$ cat src/rtl/ps_bc_pkg.sv
// Shared codes for the program-sequencer bus-connect selects and the
// bus-connect FSM state encoding.
package ps_bc_pkg;

  localparam logic [1:0] DRR_DAG  = 2'b00;
  localparam logic [1:0] DRR_STK  = 2'b01;
  localparam logic [1:0] DRR_RF   = 2'b10;
  localparam logic [1:0] DRR_NONE = 2'b11;

  localparam logic [1:0] DI_DM    = 2'b00;
  localparam logic [1:0] DI_INT   = 2'b01;
  localparam logic [1:0] DI_IMM   = 2'b10;
  localparam logic [1:0] DI_IDLE  = 2'b11;

  typedef enum logic [1:0] {
    ST_IDLE    = 2'b00,
    ST_WAIT_DM = 2'b01,
    ST_TMO     = 2'b10
  } ps_bc_state_e;

endpackage

$ cat src/rtl/ps_bc_src_mux.sv
// Combinational 4:1 source select driven by the registered drr code.
module ps_bc_src_mux
  import ps_bc_pkg::*;
#(
  parameter int DATA_W = 16
) (
  input  logic [1:0]        i_sel,
  input  logic [DATA_W-1:0] i_dag,
  input  logic [DATA_W-1:0] i_stk,
  input  logic [DATA_W-1:0] i_rf,
  output logic [DATA_W-1:0] o_dt
);

  always_comb begin
    o_dt = '0;
    case (i_sel)
      DRR_DAG:  o_dt = i_dag;
      DRR_STK:  o_dt = i_stk;
      DRR_RF:   o_dt = i_rf;
      DRR_NONE: o_dt = '0;
      default:  o_dt = '0;
    endcase
  end

endmodule

$ cat src/rtl/ps_bus_connect.sv
// Bus-connect datapath: gathers the selected source, drives one registered word
// with a valid pulse, and stalls the sequencer while a DM read is outstanding.
module ps_bus_connect
  import ps_bc_pkg::*;
#(
  parameter int DATA_W   = 16,
  parameter int MAX_WAIT = 15,
  parameter int CNT_W    = 8
) (
  input  logic              clk,
  input  logic              rst,
  input  logic [1:0]        ps_bc_drr_slct,
  input  logic [1:0]        ps_bc_di_slct,
  input  logic [DATA_W-1:0] ps_imm_dt,
  input  logic [DATA_W-1:0] rf_rd_dt,
  input  logic [DATA_W-1:0] stk_rd_dt,
  input  logic [DATA_W-1:0] dag_rd_dt,
  input  logic [DATA_W-1:0] dm_rd_dt,
  input  logic              dm_rdy,
  output logic [DATA_W-1:0] ps_bc_dt,
  output logic              ps_bc_vld,
  output logic              ps_bc_stall,
  output logic              ps_bc_tmo
);

  ps_bc_state_e      r_state, w_state_nxt;
  logic [CNT_W-1:0]  r_cnt, w_cnt_nxt;
  logic [1:0]        r_drr_q, w_drr_nxt;
  logic [DATA_W-1:0] r_dt, w_dt_nxt;
  logic              r_vld, w_vld_nxt;
  logic              r_stall, w_stall_nxt;
  logic              r_tmo, w_tmo_nxt;
  logic [DATA_W-1:0] w_src;

  ps_bc_src_mux #(.DATA_W(DATA_W)) u_src_mux (
    .i_sel (r_drr_q),
    .i_dag (dag_rd_dt),
    .i_stk (stk_rd_dt),
    .i_rf  (rf_rd_dt),
    .o_dt  (w_src)
  );

  // drr is frozen while stalled so it stays paired with the held instruction
  assign w_drr_nxt = r_stall ? r_drr_q : ps_bc_drr_slct;

  always_comb begin
    w_state_nxt = r_state;
    w_cnt_nxt   = r_cnt;
    w_dt_nxt    = r_dt;
    w_vld_nxt   = 1'b0;
    w_stall_nxt = r_stall;
    w_tmo_nxt   = r_tmo;
    case (r_state)
      ST_IDLE: begin
        case (ps_bc_di_slct)
          DI_IMM: begin
            w_dt_nxt  = ps_imm_dt;
            w_vld_nxt = 1'b1;
          end
          DI_INT: begin
            w_dt_nxt  = w_src;
            w_vld_nxt = 1'b1;
          end
          DI_DM: begin
            if (dm_rdy) begin
              w_dt_nxt  = dm_rd_dt;
              w_vld_nxt = 1'b1;
            end else begin
              w_state_nxt = ST_WAIT_DM;
              w_stall_nxt = 1'b1;
              w_cnt_nxt   = CNT_W'(1);
            end
          end
          default: ;
        endcase
      end
      ST_WAIT_DM: begin
        // ready on the last allowed cycle still wins over the timeout
        if (dm_rdy) begin
          w_dt_nxt    = dm_rd_dt;
          w_vld_nxt   = 1'b1;
          w_stall_nxt = 1'b0;
          w_cnt_nxt   = '0;
          w_state_nxt = ST_IDLE;
        end else if (r_cnt == CNT_W'(MAX_WAIT)) begin
          w_stall_nxt = 1'b0;
          w_cnt_nxt   = '0;
          w_state_nxt = ST_TMO;
        end else begin
          w_cnt_nxt = r_cnt + CNT_W'(1);
        end
      end
      ST_TMO: begin
        w_tmo_nxt   = 1'b1;
        w_dt_nxt    = '0;
        w_state_nxt = ST_IDLE;
      end
      default: w_state_nxt = ST_IDLE;
    endcase
  end

  always_ff @(posedge clk or negedge rst) begin
    if (!rst) begin
      r_state <= ST_IDLE;
      r_cnt   <= '0;
      r_drr_q <= DRR_NONE;
      r_dt    <= '0;
      r_vld   <= 1'b0;
      r_stall <= 1'b0;
      r_tmo   <= 1'b0;
    end else begin
      r_state <= w_state_nxt;
      r_cnt   <= w_cnt_nxt;
      r_drr_q <= w_drr_nxt;
      r_dt    <= w_dt_nxt;
      r_vld   <= w_vld_nxt;
      r_stall <= w_stall_nxt;
      r_tmo   <= w_tmo_nxt;
    end
  end

  assign ps_bc_dt    = r_dt;
  assign ps_bc_vld   = r_vld;
  assign ps_bc_stall = r_stall;
  assign ps_bc_tmo   = r_tmo;

endmodule

$ cat config.mk
export PLATFORM = sky130hd
export DESIGN_NAME = ps_bus_connect
export DESIGN_NICKNAME = d
export VERILOG_FILES = /design/src/rtl/ps_bc_pkg.sv /design/src/rtl/ps_bc_src_mux.sv /design/src/rtl/ps_bus_connect.sv
export SDC_FILE = /design/constraint.sdc
export NUM_CORES = 1
export LEC_CHECK = 0
export CAP_MARGIN = 30
export CORE_AREA = 2 2 80 82
export DETAILED_ROUTE_END_ITERATION = 8
export DIE_AREA = 0 0 82 84
export PLACE_DENSITY = 0.76
export SKIP_LAST_GASP = 1
export SLEW_MARGIN = 10
export SYNTH_ARGS = -nofsm -noshare
export SYNTH_HDL_FRONTEND = slang
export SYNTH_SLANG_ARGS = --single-unit
$ cat constraint.sdc
create_clock -name clk -period 2 [get_ports clk]
set_input_delay 0.4 -clock clk [delete_from_list [all_inputs] [get_ports clk]]
set_output_delay 0.4 -clock clk [all_outputs]
set_load 0.01 [all_outputs]
==> impl_metrics.ini <==
[synthesis]
synth_area_per_cell_um2 = 9.12
yosysWarningCount = 0
synth_top_family_by_area = compound AO/OA/AOI/OAI gates
synth_nets = 353
syn_inst = 258
synth-edff-count = 0
ys_ff_latch = 31
muxShareOfSynthArea_pct = 14.6
synthSimpleGateAreaFrac_pct = 15.0
synth_ff_type = dfrtp_1
synth_fa_ha_area_share_pct = 4.25
yosysUniqueCellTypes = 40
async_reset_ff_share_pct = 100
synth_area_um2 = 2350
ys_seq_area_share_pct = 33.1
synth_compound_area_share_pct = 25.9
synth-xor-area-share_pct = 2.23

[floorplanning]
initial_core_util_pct = 38.6
row_count = 29
coreArea_um2 = 6100
die_w_um = 82
io_pins = 106
dieArea_um2 = 6890
die_h_um = 84

[detailed_routing]
wl_per_cell_um = 17.0
route.detailed.drc = 0
drt_wl_total_um = 7640
detail_route.first_pass.iterations = 4
num_vias = 2530
detail_route.iter0.violations = 166
vias_per_cell = 5.63
ant_nets = 0

[clock_network]
cts_made_buffers = 5
clk_pin_slew_worst_paths_ns = 0.06
clk_root_buffer_cell = clkbuf_8
clk_latency_ns = 0.29
clk_path_buf_depth = 2
cts_tree = yes
clock_sinks = 31
h-tree-depth = 2

[global_route]
grt_overflow = 0
grt_antenna_before_repair = 0
grt_usage_pct = 22.1
grt_pass1_vias = 2539
grt_pass1_wl_um = 12000
grt_max_degree = 34

[cells_and_area]
utilization_pct = 61.8
fin_nets = 466
multi_input_area_um2 = 1520
drive_gt1_share_pct = 12.4
insertedDiodeCount = 0
final_area_um2 = 3770
syn2layout_area_growth_pct = 60.2
seq_area_um2 = 778
num-fill-cells = 542

[critical_path]
r2r_start = r_state[1]$_DFFE_PN0P_
endpoint_kind = flop
regToRegSetupSlack_ns = 0.12
critical-path-top-delay-family = simple AND/OR/NAND/NOR gates
cp.required_ns = 2.17
cp_max_fo = 7
cp_num_buf_inv = 2
crit_path_start_kind = flop
critPathMaxStageDelay_ns = 0.43
r2r_end = r_cnt[7]$_DFFE_PN0P_
path_class = flop to flop
cp.arrival_ns = 2.05
worstPathCellList = inv_1, ha_1, buf_4, nand2b_1, nand2_1, a21boi_4, nor2_1
worstRegToRegCells = 7
cp_slowest_cell = dfrtp_1

[job]
maxCapViolCount = 0

[timing]
relSlewSlack_pct = 67.2
hold_violations = 0
final_max_slew_viol_count = 0
setup_viol_count_final = 0
worst_pin_slew_ns = 0.492
period_minus_slack_ns = 1.88
skew_ns = 0.00672
rsz0062_at_grt = no
worst_hold_slack_ns = 0.466
setup_slack_ns = 0.121
fin_crit_sh_pct = 93.9
max_clock_freq_mhz = 532

[hold_path]
hold_class = flop to flop
min_to = ps_bc_tmo$_DFFE_PN0N_
holdPathStages = 1
min_from = ps_bc_tmo$_DFFE_PN0N_

[power]
power_mw = 3.69
static-leakage-power_nw = 1.54
p_comb_share_pct = 54.7
switchingPower_mw = 1.45
powerDensity_nw_per_um2 = 980
clkPwrFrac_pct = 13.0
ir_drop_v = 0.000513
p_sw_share_pct = 39.1
sequentialPowerShare_pct = 32.3
p_int_mw = 2.25

[placed_design]
hpwl_um = 5540
dp_slack_ns = -0.401
place_area_um2 = 3600
place_congestion = 0.842
port_buffers = 105

[outcome]
outcome = completed
==> power groups by stage <==
stage	Combinational (mW)	Sequential [mW]	Clock, mW
final	2.02	1.19	0.481
after global routing	2.20	1.23	0.525
after CTS	1.99	1.18	0.492
after detailed placement	1.98	1.18	0
after global placement	1.93	1.17	0
after floorplan	1.07	1.12	0
==> registers in the layout (all words and copies together) (netlist names) <==
signal and flops:
ps_bc_dt 16, r_cnt 8, r_drr_q 2, r_state 2, ps_bc_stall 1, ps_bc_tmo 1
ps_bc_vld 1
==> layout make-up <==
type | instances | area share [%]
clock buffers | 7 | 2.02
clock inverters | 1 | 0.133
inverters | 6 | 0.597
multi-input cells | 199 | 40.3
flip-flops and latches | 31 | 20.6
well taps | 77 | 2.56
repair buffers | 128 | 33.8
==> how the worst max path moves through the flow <==
| stage | start | endpoint | slack (ns) | cells after the start |
|---|---|---|---|---|
| final | r_state[1]$_DFFE_PN0P_ | r_cnt[7]$_DFFE_PN0P_ | 0.12 | 7 |
| after global routing | r_state[1]$_DFFE_PN0P_ | r_cnt[7]$_DFFE_PN0P_ | 0.01 | 7 |
| after CTS | ps_bc_di_slct[1] | r_cnt[7]$_DFFE_PN0P_ | 0.02 | 8 |
| after detailed placement | ps_bc_di_slct[1] | ps_bc_dt[7]$_DFFE_PN0P_ | -0.40 | 8 |
| after global placement | ps_bc_di_slct[1] | ps_bc_dt[14]$_DFFE_PN0P_ | -0.61 | 7 |
| after floorplan | r_state[0]$_DFFE_PN0P_ | ps_bc_dt[10]$_DFFE_PN0P_ | 0.22 | 8 |
==> timing repair <==
item                                    CTS  global route
endpoints found under the setup margin   12            18
hold buffers                              0             0
setup buffers                             0             3
resized for setup                         1             9
cloned                                    0             0
pin swaps                                 0             1
==> kinds of logic after synthesis <==
| family | Yosys count |
|---|---|
| muxes | 34 |
| xor gates and xnor gates | 6 |
| and+or+nand+nor | 64 |
| buffers and inverters | 28 |
| DFF | 31 |
| adders and majority gates | 8 |
| AOI/OAI and AO/OA | 87 |
==> synthesized netlist by cell type (3+ instances only) <==
cell type   n  area, µm²
dfrtp_1    29        726
inv_1       6       22.5
nand3_1     5       25.0
buf_2       9       45.0
a221oi_1   16        140
nand3b_1   18        135
a211oi_1    3       22.5
a21oi_1     6       30.0
o21ai_0    18       90.1
xnor2_1     5       43.8
o21ai_1    18       90.1
clkbuf_1   12       45.0
ha_1        8        100
a32oi_1    16        140
nor2_1     23       86.3
mux2i_1    32        320
nand2_1     5       18.8
==> routing by layer <==
metal	share of wire [%]	wire, µm	GRT usage, %	up-vias
met5	0	0	0	-
met4	2.1	159	8.03	0
met3	5.8	446	4.11	13
met2	48	3650	35.6	83
met1	44	3390	29.0	1225
li1	-	-	-	1209
==> per-stage QoR <==
| stage | TNS, ns | cells |
|---|---|---|
| 3_3_place_gp | -10.64 | 436 |
| 4_1_cts | 0 | 446 |
| 6_report | 0 | 449 |
| 5_1_grt | 0 | 449 |
| 3_5_place_dp | -6.95 | 438 |
| 2_1_floorplan | 0 | 258 |
==> layout by cell type, fill, tap and decap left out, drive strengths merged, types with 3 or more instances in the layout <==
cell type / netlist / routed
a21oi: 6 / 6
clkbuf: 12 / 7
xnor2: 5 / 5
nand3: 5 / 5
o21ai: 36 / 36
mux2i: 32 / 32
nand3b: 18 / 18
nor2: 23 / 23
a211oi: 4 / 4
buf: 10 / 24
clkdlybuf4s50: 0 / 104
ha: 8 / 8
inv: 6 / 6
a32oi: 16 / 16
nor3: 3 / 3
dfrtp: 29 / 29
nand2: 5 / 5
a221oi: 16 / 16
(Power assumes the default switching activity.)
